===== config.mk =====
export PLATFORM = sky130hd
export DESIGN_NAME = jtframe_paddle_multi
export DESIGN_NICKNAME = d
export VERILOG_FILES = /design/src/rtl/jtframe_paddle_multi.sv
export SDC_FILE = /design/constraint.sdc
export NUM_CORES = 1
export LEC_CHECK = 0
export ABC_AREA = 1
export CORE_ASPECT_RATIO = 0.75
export CORE_MARGIN = 5
export CORE_UTILIZATION = 50
export CTS_CLUSTER_DIAMETER = 40
export DETAILED_ROUTE_END_ITERATION = 16
export PLACE_DENSITY = 0.79
export REMOVE_ABC_BUFFERS = 1
export SLEW_MARGIN = 20
export SYNTH_ARGS = -nofsm -noshare
export SYNTH_HDL_FRONTEND = slang
export SYNTH_SLANG_ARGS = --single-unit

===== constraint.sdc =====
create_clock -name clk -period 5.5 [get_ports clk]
set_clock_uncertainty 0.05 [all_clocks]
set_input_delay 1.375 -clock clk [delete_from_list [all_inputs] [get_ports clk]]
set_output_delay 1.375 -clock clk [all_outputs]
set_load 0.005 [all_outputs]

===== src/rtl/jtframe_paddle_multi.sv =====
// Multi-channel mouse-to-paddle converter: integrates signed mouse deltas into
// absolute paddle positions and emits spaced step/direction dial pulses.
module jtframe_paddle_multi #(
    parameter int CH     = 2,
    parameter int DW     = 9,
    parameter int PW     = 8,
    parameter int PMAX   = 255,
    parameter int CENTRE = 128,
    parameter int SENS   = 0,
    parameter int WRAP   = 0,
    parameter int PEND_W = 6,
    parameter int GAP    = 4
) (
    input  logic             clk,
    input  logic             rst_n,
    input  logic [CH*DW-1:0] mouse_dx,
    input  logic             mouse_st,
    input  logic             recentre,
    output logic [CH*PW-1:0] paddle,
    output logic [CH-1:0]    dial_pulse,
    output logic [CH-1:0]    dial_dir
);

    localparam int AW    = DW + SENS + 1;
    localparam int FW    = (SENS > 0) ? SENS : 1;
    localparam int NW    = PW + AW + 1;
    localparam int PS    = ((PEND_W > AW) ? PEND_W : AW) + 2;
    localparam int GW    = $clog2(GAP);
    localparam int NITER = (2 ** DW) / (PMAX + 1) + 2;
    localparam int PLIM  = 2 ** (PEND_W - 1) - 1;

    localparam logic signed [NW-1:0]     PMAX_N     = NW'(PMAX);
    localparam logic signed [NW-1:0]     MOD_N      = NW'(PMAX + 1);
    localparam logic [PW-1:0]            PMAX_P     = PW'(PMAX);
    localparam logic [PW-1:0]            CENTRE_P   = PW'(CENTRE);
    localparam logic signed [PS-1:0]     PLIM_S     = PS'(PLIM);
    localparam logic signed [PS-1:0]     ONE_S      = PS'(1);
    localparam logic signed [PEND_W-1:0] PLIM_P     = PEND_W'(PLIM);
    localparam logic [GW-1:0]            GAP_RELOAD = GW'(GAP - 1);
    localparam logic [GW-1:0]            GAP_ONE    = GW'(1);

    // mouse_st and recentre are single-cycle strobes with no back-pressure:
    // a strobe is consumed on the edge that samples it, and recentre wins.
    for (genvar n = 0; n < CH; n++) begin : g_ch
        logic [PW-1:0]            pad_q, pad_d;
        logic [FW-1:0]            frac_q, frac_d;
        logic signed [PEND_W-1:0] pend_q, pend_d;
        logic [GW-1:0]            gap_q, gap_d;
        logic                     pulse_q, pulse_d;
        logic                     dir_q, dir_d;

        logic signed [DW-1:0]     dx;
        logic signed [AW-1:0]     acc;
        logic signed [AW-1:0]     step;
        logic [FW-1:0]            frac_nx;
        logic signed [NW-1:0]     nx;
        logic signed [NW-1:0]     wr;
        logic [PW-1:0]            pos_clamp;
        logic [PW-1:0]            pos_nx;
        logic                     fire;
        logic signed [PS-1:0]     add_step;
        logic signed [PS-1:0]     add_fire;
        logic signed [PS-1:0]     psum;

        assign dx = mouse_dx[n*DW +: DW];

        always_comb begin
            acc     = $signed({{(AW-DW){dx[DW-1]}}, dx}) + $signed({{(AW-FW){1'b0}}, frac_q});
            step    = acc >>> SENS;
            frac_nx = (SENS > 0) ? acc[FW-1:0] : '0;
            nx      = $signed({{(NW-PW){1'b0}}, pad_q}) + $signed({{(NW-AW){step[AW-1]}}, step});

            if (nx[NW-1])
                pos_clamp = '0;
            else if (nx > PMAX_N)
                pos_clamp = PMAX_P;
            else
                pos_clamp = nx[PW-1:0];

            // Bounded reduction: NITER covers the largest possible |step|.
            wr = nx;
            for (int i = 0; i < NITER; i++) begin
                if (wr >= MOD_N)
                    wr = wr - MOD_N;
                else if (wr[NW-1])
                    wr = wr + MOD_N;
            end
            pos_nx = (WRAP != 0) ? wr[PW-1:0] : pos_clamp;

            fire     = (gap_q == '0) && (pend_q != '0);
            add_step = mouse_st ? $signed({{(PS-AW){step[AW-1]}}, step}) : '0;
            add_fire = fire ? (pend_q[PEND_W-1] ? -ONE_S : ONE_S) : '0;
            psum     = $signed({{(PS-PEND_W){pend_q[PEND_W-1]}}, pend_q}) + add_step - add_fire;

            pad_d  = pad_q;
            frac_d = frac_q;
            dir_d  = dir_q;
            if (psum > PLIM_S)
                pend_d = PLIM_P;
            else if (psum < -PLIM_S)
                pend_d = -PLIM_P;
            else
                pend_d = psum[PEND_W-1:0];

            if (fire) begin
                pulse_d = 1'b1;
                dir_d   = ~pend_q[PEND_W-1];
                gap_d   = GAP_RELOAD;
            end else begin
                pulse_d = 1'b0;
                gap_d   = (gap_q == '0) ? '0 : gap_q - GAP_ONE;
            end

            if (mouse_st) begin
                pad_d  = pos_nx;
                frac_d = frac_nx;
            end

            if (recentre) begin
                pad_d   = CENTRE_P;
                frac_d  = '0;
                pend_d  = '0;
                gap_d   = '0;
                pulse_d = 1'b0;
            end
        end

        always_ff @(posedge clk or negedge rst_n) begin
            if (!rst_n) begin
                pad_q   <= CENTRE_P;
                frac_q  <= '0;
                pend_q  <= '0;
                gap_q   <= '0;
                pulse_q <= 1'b0;
                dir_q   <= 1'b0;
            end else begin
                pad_q   <= pad_d;
                frac_q  <= frac_d;
                pend_q  <= pend_d;
                gap_q   <= gap_d;
                pulse_q <= pulse_d;
                dir_q   <= dir_d;
            end
        end

        assign paddle[n*PW +: PW] = pad_q;
        assign dial_pulse[n]      = pulse_q;
        assign dial_dir[n]        = dir_q;
    end

endmodule


==> impl_metrics.csv, run 1 <==
group,metric,value,unit
worst_setup_path,setup.worst_path.end_class,"register",
flow_run,max_cap_violations,0,
synth,postSynthCellCount,599,
floorplanning,floorplan.io_pins,42,
synth,synth_area_leaders,"sky130_fd_sc_hd__dfrtp_1 21%, sky130_fd_sc_hd__nand2_1 18%, sky130_fd_sc_hd__ha_1 15%",
place,port-buffer-count,41,
sta,worstMarginPinSlew,1.06,ns
global_routing,grt_start_max_net_pins,37,
sta,finalHoldViolations,0,
clock_network,cts-htree-levels,2,
synth,synth_enable_flop_cells,0,
worst_setup_path,cp_num_buf_inv,3,
clock_network,post_cts_buffers,0,
detailed_routing,routed_via_count,3789,
clock_network,cts_resized,0,
place,gp_congestion,0.942,
power,power.share.sequential,0.153,
worst_setup_path,critPathSlowestCell,"sky130_fd_sc_hd__clkdlybuf4s50_1",
clock_network,cts_tree,"built",
detailed_routing,ant_nets,0,
worst_setup_path,cp-start-kind,"input port",
synth,synthesis.area,0.00396,sq mm
synth,yosysSeqAreaShare,0.228,
global_routing,overall_track_demand_over_capacity_in_global_routing,0.191,
clock_network,clock-sinks,36,
detailed_routing,finalWirelength,9.10,mm
power,clockPowerShare,0.090,
clock_network,clkTransAtPathRegs,0.07,ns
power,power_report.internal_total,1.18,mW
clock_network,clk-insertion-delay-late,0.29,ns
synth,synth.ff_latch_count,36,
synth,yosys.area.top_type,"sky130_fd_sc_hd__dfrtp_1",
layout,final_net_count,718,
detailed_routing,drc_errors,0,
floorplanning,width_of_the_die,113,um
sta,tns,0,ns
worst_setup_path,required,5.63,ns
layout,fillers,710,
layout,areaGrowthSynthToFinish,15.0,%
place,dp.final_hpwl,7.52,mm
worst_setup_path,worst_path_largest_cell_delay,1.00,ns
power,total_leakage_power,2.53,nW
clock_network,ctsRootBufferMaster,"sky130_fd_sc_hd__clkbuf_8",
global_routing,antenna_found_initial,0,
synth,asr_flop_ratio_synth,1.00,
worst_setup_path,worst-path-max-fanout,24,
detailed_routing,route.detailed.vias_per_inst,5.09,
clock_network,number_of_buffers_created_by_cts,5,
power,total_power,2.52,mW
layout,diodes,0,
layout,drive_above_1_share,0.0423,
detailed_routing,post_drt_wl_per_cell,12.2,um
floorplanning,starting_density_of_the_core,0.507,
worst_setup_path,crit_top_cell,"sky130_fd_sc_hd__nand2_1",
sta,timing.final.crit_period,4.56,ns
min_path,worst_hold_path_type,"reg -> reg",
clock_network,clockBufferDepth,2,
synth,post_syn_area_per_cell,6.61,sq um
power,power_per_cell_area,554,mW/mm^2
synth,yosysWarningCount,0,
worst_setup_path,worst_path_dominant_cell_family,"buffers and inverters",
power,power.combinational.fraction,0.757,
sta,timing.final.max_slew_violations,0,
outcome,status,"finished clean",
global_routing,grt_first_pass_wirelength,15.7,mm
sta,rsz0062_at_grt,"false",
power,switching_power,1.34,mW
floorplanning,dieArea,0.00982,sq mm
sta,fmax,219,MHz
floorplanning,placementRows,28,
worst_setup_path,cp_data_arrival_time,4.69,ns
synth,yosys.area.top_type_share,0.215,
global_routing,overflow_left_after_global_routing,0,
synth,post_synth_num_cell_types,34,
detailed_routing,detailedRoute.firstIterationViolations,217,
worst_setup_path,critical_path.cell_chain,"clkdlybuf4s50_1 > nand2_1 > fa_1 > inv_1 > ha_1 > a21oi_2 > nor2_1 > nor2_1 > nand3_1 > nand2_1 > and2_1 > nand2_1 > o21ai_2 > nand3_1 > nand2_1 > inv_1",
worst_setup_path,worstSetupPathType,"in -> reg",
floorplanning,die_h,87.1,um
global_routing,grt_pass1_vias,3579,
synth,yosys-top-cells-count,"194 x sky130_fd_sc_hd__nand2_1, 109 x sky130_fd_sc_hd__inv_1, 52 x sky130_fd_sc_hd__nor2_1",
floorplanning,fp.coreArea,0.00781,sq mm
power,power.switching_fraction,0.531,
detailed_routing,first_pass_iters,5,
sta,finalCritPeriodShare,0.829,
sta,timing.final.setup_violations,0,
synth,yosysMostFrequentCell,"sky130_fd_sc_hd__nand2_1",
synth,postSynth.topFlopCell,"sky130_fd_sc_hd__dfrtp_1",
power,power.ir.vdd_worst,0.270,mV
clock_network,hold_buffers,0,
sta,worst_slew_margin_relative_to_its_limit,0.294,
layout,post-route-util,0.583,
[cells in the final DEF (no fill, tap or decap), types with 2 or more instances in the layout]
master,count
sky130_fd_sc_hd__xor2_1,8
sky130_fd_sc_hd__nor2_2,2
sky130_fd_sc_hd__nand2_2,3
sky130_fd_sc_hd__inv_1,109
sky130_fd_sc_hd__o21ai_0,17
sky130_fd_sc_hd__nor2_1,52
sky130_fd_sc_hd__clkdlybuf4s50_1,40
sky130_fd_sc_hd__fa_1,12
sky130_fd_sc_hd__dfrtp_1,34
sky130_fd_sc_hd__a21oi_1,34
sky130_fd_sc_hd__o21bai_1,2
sky130_fd_sc_hd__xnor2_1,6
sky130_fd_sc_hd__clkbuf_8,5
sky130_fd_sc_hd__nor4_1,2
sky130_fd_sc_hd__dfstp_2,2
sky130_fd_sc_hd__nand2_1,194
sky130_fd_sc_hd__nand3b_1,2
sky130_fd_sc_hd__nand3_1,30
sky130_fd_sc_hd__or2_2,2
sky130_fd_sc_hd__o21ai_2,3
sky130_fd_sc_hd__nor2_4,2
sky130_fd_sc_hd__nand4_1,12
sky130_fd_sc_hd__nor3_1,5
sky130_fd_sc_hd__ha_1,46
sky130_fd_sc_hd__a31oi_1,2
[worst reg2reg max path: stages, from the launching register on]
cell and delay (ns):
sky130_fd_sc_hd__dfrtp_1 0.42, sky130_fd_sc_hd__nor4_1 0.29, sky130_fd_sc_hd__nand3_1 0.13, sky130_fd_sc_hd__nand2_1 0.15, sky130_fd_sc_hd__inv_1 0.09, sky130_fd_sc_hd__nand2_1 0.11, sky130_fd_sc_hd__inv_1 0.13, sky130_fd_sc_hd__fa_1 0.52
sky130_fd_sc_hd__inv_1 0.04, sky130_fd_sc_hd__ha_1 0.36, sky130_fd_sc_hd__a21oi_2 0.25, sky130_fd_sc_hd__nor2_1 0.07, sky130_fd_sc_hd__nor2_1 0.12, sky130_fd_sc_hd__nand3_1 0.08, sky130_fd_sc_hd__nand2_1 0.11, sky130_fd_sc_hd__and2_1 0.13
sky130_fd_sc_hd__nand2_1 0.06, sky130_fd_sc_hd__o21ai_2 0.20, sky130_fd_sc_hd__nand3_1 0.11, sky130_fd_sc_hd__nand2_1 0.07, sky130_fd_sc_hd__inv_1 0.04
[layer usage]
| layer | vias up | routed length [um] | track usage |
|---|---|---|---|
| met5 | - | 0 | 0 |
| met4 | 0 | 138 | 0.0535 |
| met3 | 18 | 505 | 0.0347 |
| met2 | 117 | 4090 | 0.306 |
| met1 | 1695 | 4360 | 0.267 |
| li1 | 1959 | - | - |
[power by group through the flow]
stage	Clock [mW]	Sequential, mW	Combinational, mW
finish	0.227	0.387	1.91
detailed placement	0	0.392	1.88
global route	0.248	0.394	2.19
global placement	0	0.389	1.82
CTS	0.231	0.387	1.89
floorplan	0	0.380	1.46
[flip-flops by register name, indices dropped and copies added (netlist names)]
signal / cells
g_ch.pulse_q: 2
g_ch.pend_q: 12
g_ch.pad_q: 16
g_ch.dir_q: 2
g_ch.gap_q: 4
[stage by stage]
step	setup WS [ns]	cell area (sq um)	hold WS, ns	cells
floorplan	2.03	3910	0.380	590
global placement	0.792	4450	0.392	736
detailed placement	0.699	4450	0.398	736
CTS	0.988	4560	0.409	744
global route	0.527	4560	0.442	744
finish	0.940	4560	0.405	744
[layout make-up]
cell class	count	area [sq um]	area share
multi-input cells	445	2600	0.571
repair buffers	41	405	0.0890
inverters	109	409	0.0898
clock inverters	2	35.0	0.00769
flip-flops and latches	36	903	0.198
well taps	105	131	0.0288
clock buffers	6	72.6	0.0159
[worst paths after layout]
check	slack (ns)	start	depth (start not counted)	end
max	0.94	mouse_st	16	g_ch[1].pend_q[0]$_DFF_PN0_
min	0.40	g_ch[0].gap_q[0]$_DFF_PN0_	1	g_ch[0].gap_q[0]$_DFF_PN0_
max reg2reg	1.86	g_ch[1].pend_q[4]$_DFF_PN0_	20	g_ch[1].pend_q[0]$_DFF_PN0_
min reg2reg	0.40	g_ch[0].gap_q[0]$_DFF_PN0_	1	g_ch[0].gap_q[0]$_DFF_PN0_
max in group asynchronous	3.78	rst_n	1	g_ch[1].pend_q[3]$_DFF_PN0_
min in group asynchronous	1.11	rst_n	1	g_ch[0].pad_q[4]$_DFFE_PN0P_
[logic make-up after synthesis]
kind of cell,after synthesis,share of synthesized area
AND/OR/NAND/NOR,308,0.324
buffers and inverters,118,0.116
AO/OA/AOI/OAI,65,0.0954
adder cells (fa/ha/maj),58,0.206
flip-flops,36,0.228
XOR/XNOR,14,0.0310
Note: power is estimated with default switching activity, not from simulation.
==> inputs of run 2 (changes only) <==
Settings changed: PLACE_DENSITY 0.79 to 0.82.
Clock period 5.5 ns to 4.11 ns, I/O delays scaled along.
==> impl_metrics.csv, run 2 (synthesis results as in run 1) <==
group,metric,value,unit
floorplanning,die_h,87.1,um
power,total_leakage_power,2.54,nW
clock_network,hold_buffers,0,
sta,timing.final.crit_period,3.79,ns
detailed_routing,finalWirelength,8.99,mm
place,dp.final_hpwl,7.47,mm
global_routing,overflow_left_after_global_routing,0,
global_routing,antenna_found_initial,0,
worst_setup_path,setup.worst_path.end_class,"register",
layout,layout_top_registers,"g_ch.pad_q x16, g_ch.pend_q x12, g_ch.gap_q x4",
floorplanning,fp.coreArea,0.00781,sq mm
sta,worstMarginPinSlew,0.947,ns
power,power.ir.vdd_worst,0.396,mV
floorplanning,starting_density_of_the_core,0.507,
floorplanning,width_of_the_die,113,um
power,total_power,3.36,mW
sta,timing.final.setup_violations,0,
detailed_routing,post_drt_wl_per_cell,12.0,um
layout,layout.cells.most_common_list,"194 x sky130_fd_sc_hd__nand2_1, 109 x sky130_fd_sc_hd__inv_1, 52 x sky130_fd_sc_hd__nor2_1",
detailed_routing,routed_via_count,3815,
sta,layout_setup_ws,0.324,ns
worst_setup_path,worst-path-max-fanout,24,
clock_network,cts_resized,0,
global_routing,grt_pass1_vias,3548,
detailed_routing,drc_errors,0,
place,port-buffer-count,41,
layout,drive_above_1_share,0.0468,
sta,fmax,264,MHz
sta,rsz0062_at_grt,"false",
clock_network,clock-sinks,36,
floorplanning,floorplan.io_pins,42,
floorplanning,placementRows,28,
clock_network,cts-htree-levels,2,
place,place_worst_setup_slack,0.0366,ns
power,power_per_cell_area,732,mW/mm^2
clock_network,post_cts_buffers,0,
layout,final_net_count,720,
flow_run,max_cap_violations,0,
worst_setup_path,worstSetupPathType,"in -> reg",
min_path,worst_hold_path_type,"reg -> reg",
layout,final_cell_area_excluding_filler_cells,0.00459,sq mm
layout,post-route-util,0.587,
layout,flip_flop_count_of_the_largest_register_all_copies_and_words_added,16,
place,dpl_cell_area,0.00448,sq mm
global_routing,grt_first_pass_wirelength,15.5,mm
layout,final_common_cell,"sky130_fd_sc_hd__nand2_1",
sta,tns,0,ns
worst_setup_path,cp_data_arrival_time,3.93,ns
place,gp_congestion,0.961,
global_routing,grt_start_max_net_pins,37,
layout,largest-register,"g_ch.pad_q",
sta,finalHoldViolations,0,
clock_network,cts_tree,"built",
detailed_routing,route.detailed.vias_per_inst,5.11,
worst_setup_path,cp-start-kind,"input port",
clock_network,ctsRootBufferMaster,"sky130_fd_sc_hd__clkbuf_8",
worst_setup_path,required,4.25,ns
clock_network,clk-insertion-delay-late,0.29,ns
detailed_routing,first_pass_iters,5,
layout,areaGrowthSynthToFinish,15.8,%
sta,worst_slew_margin_relative_to_its_limit,0.366,
clock_network,clkTransAtPathRegs,0.08,ns
sta,finalCritPeriodShare,0.921,
outcome,status,"finished clean",
clock_network,clockBufferDepth,2,
layout,diodes,0,
sta,timing.final.max_slew_violations,0,
floorplanning,dieArea,0.00982,sq mm
detailed_routing,detailedRoute.firstIterationViolations,187,
clock_network,number_of_buffers_created_by_cts,5,
global_routing,overall_track_demand_over_capacity_in_global_routing,0.187,
detailed_routing,ant_nets,0,
## run 2: cell types whose count changed in the layout (fill, tap and decap cells not counted), sizes merged
| cell | change |
|---|---|
| clkbuf | -1 |
| buf | +2 |
| clkinvlp | +1 |
## run 2: worst max-delay path: stages
cell and delay, ns:
sky130_fd_sc_hd__clkdlybuf4s50_1 0.50, sky130_fd_sc_hd__buf_12 0.17, sky130_fd_sc_hd__nand2_1 0.07, sky130_fd_sc_hd__inv_1 0.07
sky130_fd_sc_hd__fa_1 0.46, sky130_fd_sc_hd__fa_1 0.54, sky130_fd_sc_hd__nand3_1 0.16, sky130_fd_sc_hd__nand2_1 0.10
sky130_fd_sc_hd__nand2_1 0.09, sky130_fd_sc_hd__nand3_1 0.08, sky130_fd_sc_hd__nand2_1 0.13, sky130_fd_sc_hd__nand3_1 0.09
sky130_fd_sc_hd__nor2_1 0.09, sky130_fd_sc_hd__nand2_1 0.07, sky130_fd_sc_hd__nand2_2 0.09, sky130_fd_sc_hd__nand3_1 0.08
sky130_fd_sc_hd__nand2_1 0.06, sky130_fd_sc_hd__inv_1 0.04
## run 2: layer usage
layer,vias up,track usage,wire [um]
met5,-,0,0
met4,0,0.0371,108
met3,10,0.0333,467
met2,106,0.310,4110
met1,1737,0.258,4300
li1,1962,-,-
## run 2: cell type report
cell class | instances | area [sq um]
fillers | 739 | 3220
multi-input cells | 445 | 2600
flip-flops and latches | 36 | 903
repair buffers | 43 | 433
inverters | 109 | 409
well taps | 105 | 131
clock buffers | 5 | 68.8
clock inverters | 3 | 42.5
## run 2: stage by stage
stage               cells  hold WS (ns)
floorplan             590         0.380
global placement      738         0.392
detailed placement    738         0.402
CTS                   746         0.417
global route          746         0.428
finish                746         0.418
## run 2: path summary, 6_finish.rpt
kind | slack, ns | depth (start not counted) | endpoint | start
setup / recovery | 0.32 | 18 | g_ch[0].pend_q[0]$_DFF_PN0_ | mouse_st
hold / removal | 0.42 | 1 | g_ch[1].gap_q[0]$_DFF_PN0_ | g_ch[1].gap_q[0]$_DFF_PN0_
setup reg to reg | 0.48 | 19 | g_ch[0].pend_q[0]$_DFF_PN0_ | g_ch[0].pend_q[1]$_DFF_PN0_
hold reg to reg | 0.42 | 1 | g_ch[1].gap_q[0]$_DFF_PN0_ | g_ch[1].gap_q[0]$_DFF_PN0_
max in group asynchronous | 2.74 | 1 | g_ch[1].pend_q[2]$_DFF_PN0_ | rst_n
min in group asynchronous | 0.75 | 1 | g_ch[0].pad_q[1]$_DFFE_PN0P_ | rst_n
## run 2: power by group
part | switching, mW | total, mW | internal [mW]
logic | 1.58 | 2.53 | 0.951
clock network | 0.138 | 0.318 | 0.180
registers | 0.0613 | 0.514 | 0.453
total | 1.78 | 3.36 | 1.58
